### src/rtl/machine_term_serializer.sv
// Streaming serializer for SKI machine terms: encodes one combinator term
// into a heap word and emits it most-significant beat first on a valid/ready bus.
module machine_term_serializer #(
  parameter int PTR_W = 30,
  parameter int OUT_W = 32,
  parameter int TAG_W = 4,
  parameter int BUS_W = 32,
  parameter int CNT_W = 16
) (
  input  logic               system1000,
  input  logic               system1000_rstn,
  input  logic               clr,
  input  logic               in_valid,
  output logic               in_ready,
  input  logic [2:0]         in_tag,
  input  logic [PTR_W-1:0]   in_a,
  input  logic [PTR_W-1:0]   in_b,
  input  logic [OUT_W-1:0]   in_val,
  output logic               out_valid,
  input  logic               out_ready,
  output logic [BUS_W-1:0]   out_data,
  output logic               out_first,
  output logic               out_last,
  output logic [CNT_W-1:0]   term_cnt,
  output logic               err_pulse,
  output logic               err_sticky
);

  localparam int ENC_W = TAG_W + 2 * PTR_W;
  localparam int BEATS = (ENC_W + BUS_W - 1) / BUS_W;
  localparam int SR_W  = BEATS * BUS_W;
  localparam int PP_W  = 2 * PTR_W;
  localparam int BI_W  = (BEATS > 1) ? $clog2(BEATS) : 1;
  localparam logic [BI_W-1:0] LAST_IDX = BI_W'(BEATS - 1);
  localparam logic ONE_BEAT = (BEATS == 1);

  if (OUT_W > PP_W) begin : g_bad_out_w
    $error("OUT_W must not exceed 2*PTR_W");
  end

  typedef enum logic {
    IDLE,
    EMIT
  } state_t;

  state_t            state;
  logic [SR_W-1:0]   sr;
  logic [BI_W-1:0]   beat_idx;
  logic [SR_W-1:0]   enc;
  logic [TAG_W-1:0]  tag_ext;
  logic              legal;
  logic              accept;

  assign legal  = (in_tag <= 3'd4);
  assign accept = in_valid && in_ready;

  // A new term may enter while idle or as the final beat leaves.
  assign in_ready = system1000_rstn && !clr &&
                    ((state == IDLE) || (out_last && out_ready));

  assign out_data = sr[SR_W-1 -: BUS_W];

  always_comb begin
    tag_ext = TAG_W'(in_tag);
    enc     = '0;
    unique case (1'b1)
      (in_tag == 3'd3): enc = SR_W'({tag_ext, in_a, in_b});
      (in_tag == 3'd4): enc = SR_W'({tag_ext, PP_W'(in_val)});
      default:          enc = SR_W'({tag_ext, {PP_W{1'b0}}});
    endcase
  end

  always_ff @(posedge system1000 or negedge system1000_rstn) begin
    if (!system1000_rstn) begin
      state      <= IDLE;
      sr         <= '0;
      beat_idx   <= '0;
      out_valid  <= 1'b0;
      out_first  <= 1'b0;
      out_last   <= 1'b0;
      term_cnt   <= '0;
      err_pulse  <= 1'b0;
      err_sticky <= 1'b0;
    end else if (clr) begin
      state      <= IDLE;
      sr         <= '0;
      beat_idx   <= '0;
      out_valid  <= 1'b0;
      out_first  <= 1'b0;
      out_last   <= 1'b0;
      term_cnt   <= '0;
      err_pulse  <= 1'b0;
      err_sticky <= 1'b0;
    end else begin
      err_pulse <= 1'b0;
      if (accept && !legal) begin
        err_pulse  <= 1'b1;
        err_sticky <= 1'b1;
      end
      unique case (state)
        IDLE: begin
          if (accept && legal) begin
            sr        <= enc;
            beat_idx  <= '0;
            state     <= EMIT;
            out_valid <= 1'b1;
            out_first <= 1'b1;
            out_last  <= ONE_BEAT;
          end
        end
        EMIT: begin
          if (out_ready) begin
            if (!out_last) begin
              sr        <= sr << BUS_W;
              beat_idx  <= beat_idx + BI_W'(1);
              out_first <= 1'b0;
              out_last  <= ((beat_idx + BI_W'(1)) == LAST_IDX);
            end else begin
              term_cnt <= term_cnt + CNT_W'(1);
              if (accept && legal) begin
                sr        <= enc;
                beat_idx  <= '0;
                out_valid <= 1'b1;
                out_first <= 1'b1;
                out_last  <= ONE_BEAT;
              end else begin
                state     <= IDLE;
                sr        <= '0;
                beat_idx  <= '0;
                out_valid <= 1'b0;
                out_first <= 1'b0;
                out_last  <= 1'b0;
              end
            end
          end
        end
        default: state <= IDLE;
      endcase
    end
  end

endmodule

### config.mk
export PLATFORM = sky130hd
export DESIGN_NAME = machine_term_serializer
export DESIGN_NICKNAME = d
export VERILOG_FILES = /design/src/rtl/machine_term_serializer.sv
export SDC_FILE = /design/constraint.sdc
export NUM_CORES = 1
export LEC_CHECK = 0
export ABC_AREA = 1
export CAP_MARGIN = 30
export CORE_ASPECT_RATIO = 0.8
export CORE_MARGIN = 2
export CORE_UTILIZATION = 46
export DETAILED_ROUTE_END_ITERATION = 16
export PLACE_DENSITY = 0.81
export SKIP_LAST_GASP = 1
export SYNTH_ARGS = -nofsm -noshare
export SYNTH_HDL_FRONTEND = slang
export SYNTH_SLANG_ARGS = --single-unit
export TNS_END_PERCENT = 50
### constraint.sdc
create_clock -name system1000 -period 1.63 [get_ports system1000]
set_input_delay 0.326 -clock system1000 [delete_from_list [all_inputs] [get_ports system1000]]
set_output_delay 0.326 -clock system1000 [all_outputs]
set_load 0.02 [all_outputs]
# Yosys cells after proc, flatten, opt, wreduce, memory -nomap -nowiden
# Index checks and enable logic that the tools add are counted.
[totals]
latchBits = 0
input_bits = 100
mem_bits_ro = 0
wordCells = 67
n_memories = 0
ff_bits = 86
mem_bits_rw = 0
[op_classes]
n_mux = 34
eq_ne = 5
reduce_logical = 16
multipliers = 0
n_shift = 0
n_div = 0
n_addsub = 2
n_bitwise = 1
n_lt_le_gt_ge = 1
[ops]
columns = ["op", "n"]
rows = [
  ["$mux W64", 4],
  ["$pmux W64 S2", 1],
  ["$pmux W60 S2", 1],
  ["$mux W16", 4],
  ["$mux W63", 1],
  ["$mux W1", 19],
  ["$add A16 B1 Y16 const B", 1],
  ["$pmux W1 S2", 4],
  ["$reduce_bool A2 Y1", 4],
  ["$logic_and A1 B1 Y1", 6],
  ["$ne A3 B3 Y1 const B", 2],
  ["$reduce_and A3 Y1", 2],
  ["$eq A3 B2 Y1 const B", 1],
  ["$eq A3 B3 Y1 const B", 1],
  ["$le A3 B3 Y1 const B", 1],
  ["$ne A3 B2 Y1 const B", 1],
  ["$logic_not A1 Y1", 2],
  ["$reduce_and A2 Y1", 1],
  ["$add A1 B1 Y1 const B", 1],
  ["$logic_or A1 B1 Y1", 1],
  ["$not A1 Y1", 1],
]

# Logic depth before layout (Yosys ltp)
[depth]
ltp_word = 10
ltp_mapped = 10
ltp_nobuf = 10

# Worst setup path after synthesis
# OpenSTA, ideal clock, no wires.
[synth_timing]
path_kind = "reg-to-reg"
start = "register beat_idx"
end = "register beat_idx"
stages_incl_launch_ff = 10
arrival_ps = 1432
slack_ps = 79
cell_sequence = "dfrtp_1 -> nand2_1 -> nand2_1 -> nand4_4 -> nand2_1 -> nand2_2 -> buf_4 -> buf_6 -> nand2_1 -> nand2_1"
[synth_between]
elab_chain_len = 7
[synth_lines]
columns = ["item", "line", "rtl"]
rows = [
  ["start, declared", "48", "logic [BI_W-1:0] beat_idx;"],
  ["start signal, assigned", "115", "beat_idx <= beat_idx + BI_W'(1);"],
  ["parallel branches: the longest is 7 deep, another holds $add A1 B1 Y1", "--", ""],
]
# Several ways; the timed one is not identified. The select of a mux whose other input is x is not followed.
# A chain may end at the register's enable or synchronous reset.

# Worst setup path after layout
[layout_timing]
start = "register sr[45]"
end = "output port out_data[13]"
[layout_lines]
columns = ["item", "line", "rtl"]
rows = [
  ["start, declared", "47", "logic [SR_W-1:0] sr;"],
  ["start signal, assigned", "103", "sr <= enc;"],
  ["start signal, assigned", "114", "sr <= sr << BUS_W;"],
  ["start signal, assigned", "121", "sr <= enc;"],
  ["end, declared", "21", "output logic [BUS_W-1:0] out_data,"],
]
# No word-level cell between the ends.

==> impl_metrics.csv <==
group,metric,value,unit
synthesis,synthesis.nets,677,
cts,root_buffer,"clkbuf_16",
floorplan,die_h,93.11,um
floorplan,core_area,9649,um2
placement,dp_hpwl,9.681,mm
synthesis,syn_area_per_cell,7.926,um2
routing,drtIter0Drc,369,
synthesis,synthSimpleGateAreaFrac,0.3067,
synthesis,yosys.area.top_type_share,0.4714,
flow_run,maxCapViolations,0,
setup_path,worstPathMaxFanout,2,
cts,cts_max_path_buffers,2,
floorplan,placementRows,32,
setup_path,crit_chain,"clkdlybuf4s50_1",
setup_path,start_kind,"flip-flop",
synthesis,async_flop_share,1.000,
placement,dpl-instance-area,6309,um2
finish,n_antenna_cell,0,
pwr,powerDensity,762.4,nW/um2
setup_path,critPathRequiredTime,1.30,ns
finish,areaGrowthSynthToFinish,45.63,%
synthesis,ys_seq_elements,86,
synthesis,syn_area,4566,um2
routing,dr.pass1.iters,4,
setup_path,max_stage_delay,0.61,ns
cts,cts_max_level,3,
finish,layout_common_cells,"nand2_1, clkdlybuf4s50_1, dfrtp_1",
finish,finalNetCount,822,
cts,clock_sinks,86,
synthesis,yosysUniqueCellTypes,28,
synthesis,synth_area_leaders,"dfrtp_1, nand2_1, a32o_1",
placement,gp_congestion,0.8485,
finish,instances_no_fill,862,
sta,slew_headroom,0.6305,
synthesis,synth_top_family_by_area,"simple AND/OR/NAND/NOR gates",
finish,final_common_cell,"nand2_1",
sta,setup_ws,-0.01621,ns
sta,timing.fmax,607.5,MHz
synthesis,yosys_warnings,0,
grt,overflow,0,
grt,grt.total_usage,0.2526,
grt,grt_pass1_vias,4478,
pwr,ir_drop,0.0004494,V
finish,regArea,2152,um2
placement,dp.cells,846,
worst_hold_path,hold_class,"input pin to async pin",
synthesis,synth-edff-count,0,
floorplan,die-area,10740,um2
finish,fin_area,6649,um2
routing,vias_per_cell,5.158,
synthesis,synth-xor-area-share,0,
sta,slew_violations,0,
sta,holdWs,0.05394,ns
grt,grt_max_degree,53,
finish,multi_input_area,1956,um2
sta,clock_skew,0.004785,ns
routing,vias,4446,
synthesis,syn_inst,576,
setup_path,crit_buf_inv,1,
synthesis,synth_mux_area_frac,0,
finish,fillCellCount,749,
sta,fin_crit,1.646,ns
routing,wire_per_inst,15.10,um
pwr,leakage,0.003382,uW
setup_path,reg2reg_slack,0.07,ns
cts,cts.clk_slew.worst_paths,0.06,ns
grt,antenna_found_initial,0,
sta,final-setup-viol-count,7,
finish,drive_gt1_frac,0.1074,
synthesis,synth-adder-area-share,0.002740,
run_status,violations,"setup timing",
routing,antenna_left,0,
cts,cts_tree,"done",
synthesis,synth_top_area_cell,"dfrtp_1",
grt,grt_pass1_wl,21.27,mm
sta,period_share,1.010,
setup_path,slowest_stage,"clkdlybuf4s50_1",
placement,portBuffers,153,
sta,hold_viol_final,0,
cts,cts_hold_buf,0,
setup_path,cp.arrival,1.32,ns
synthesis,synth-compound-area-share,0.1132,
floorplan,num_io_pins,154,
routing,drcViolationCount,0,
run_status,status,"finished with violations",
synthesis,synth.yosys.seq_area_share,0.4714,
floorplan,initial_utilization,0.4732,
sta,rsz0062_at_grt,"true",
synthesis,ys.flop_type,"dfrtp_1",
cts,numCtsBuffers,9,
setup_path,cp_top_family,"buffers and inverters",
cts,insertion_delay,0.34,ns
setup_path,critPathKind,"flip-flop to primary output",
routing,wl,13.02,mm
floorplan,die_x,115.4,um
sta,worst_pin_slew,0.5522,ns
setup_path,critPathCaptureType,"primary output",
sta,fin_setup_tns,-0.05802,ns
routing by layer:
metal | wire, um | vias to the layer above | GRT usage
met2 | 6328 | 132 | 0.4074
met3 | 847 | 19 | 0.07388
li1 | - | 2140 | -
met4 | 196 | 0 | 0.06727
met1 | 5646 | 2155 | 0.3332
met5 | 0 | - | 0
layout make-up:
type,count,area share
tap,136,0.02559
sequential,86,0.3237
inverter,24,0.01393
timing repair buffer,195,0.2960
clock inverter,5,0.008656
multi-input combinational,405,0.2941
clock buffer,11,0.03801
Yosys cell counts, types with 4 or more instances:
| cell | n |
|---|---|
| nand3_1 | 45 |
| dfrtp_1 | 86 |
| nand4_1 | 4 |
| nand2_1 | 242 |
| buf_4 | 33 |
| nor2_1 | 36 |
| o21ai_0 | 12 |
| buf_6 | 4 |
| a21boi_0 | 8 |
| buf_2 | 9 |
| inv_1 | 21 |
| clkbuf_1 | 14 |
| a21oi_1 | 8 |
| a32o_1 | 32 |
where the power goes:
group	leakage (uW)	internal, uW	switching, uW
combinational	0.00205	408	355
clock	0.000144	1270	832
sequential	0.00119	2180	29.6
total	0.00338	3850	1220
flip-flops by register name, summed over array words and instances (netlist names):
name        count
sr             64
term_cnt       16
beat_idx        1
err_pulse       1
err_sticky      1
out_first       1
out_valid       1
state           1
logic make-up (layout without fill, tap and decap cells):
logic type | Yosys count | in the layout
AND/OR/NAND/NOR | 339 | 339
AO/OA/AOI/OAI | 65 | 65
adder cells (fa/ha/maj) | 1 | 1
buffers and inverters | 85 | 235
flip-flops | 86 | 86
path summary, 6_finish.rpt:
check / start / end / depth (start not counted)
max reg2reg: state / sr[58] / 10
min: system1000_rstn / sr[47] / 2
min reg2reg: sr[34] / sr[34] / 2
max: sr[45] / out_data[13] / 1
max in group asynchronous: system1000_rstn / term_cnt[10] / 3
min in group system1000: sr[34] / sr[34] / 2
per-stage QoR:
step / power (uW) / util / worst slack [ns]
detailed placement: 3008 / 0.6538 / -0.4879
global route: 5266 / 0.6891 / -0.04415
global placement: 2980 / 0.6509 / -0.4674
CTS: 5096 / 0.6834 / -0.1477
floorplan: 2533 / - / 0.07948
finish: 5069 / 0.6891 / -0.01621
timing repair:
action / in CTS / in global routing
resized for setup: 25 / 24
pin swaps: 0 / 1
buffers inserted: 0 / 0
endpoints found under the setup margin: 44 / 76
(Power assumes the default switching activity.)
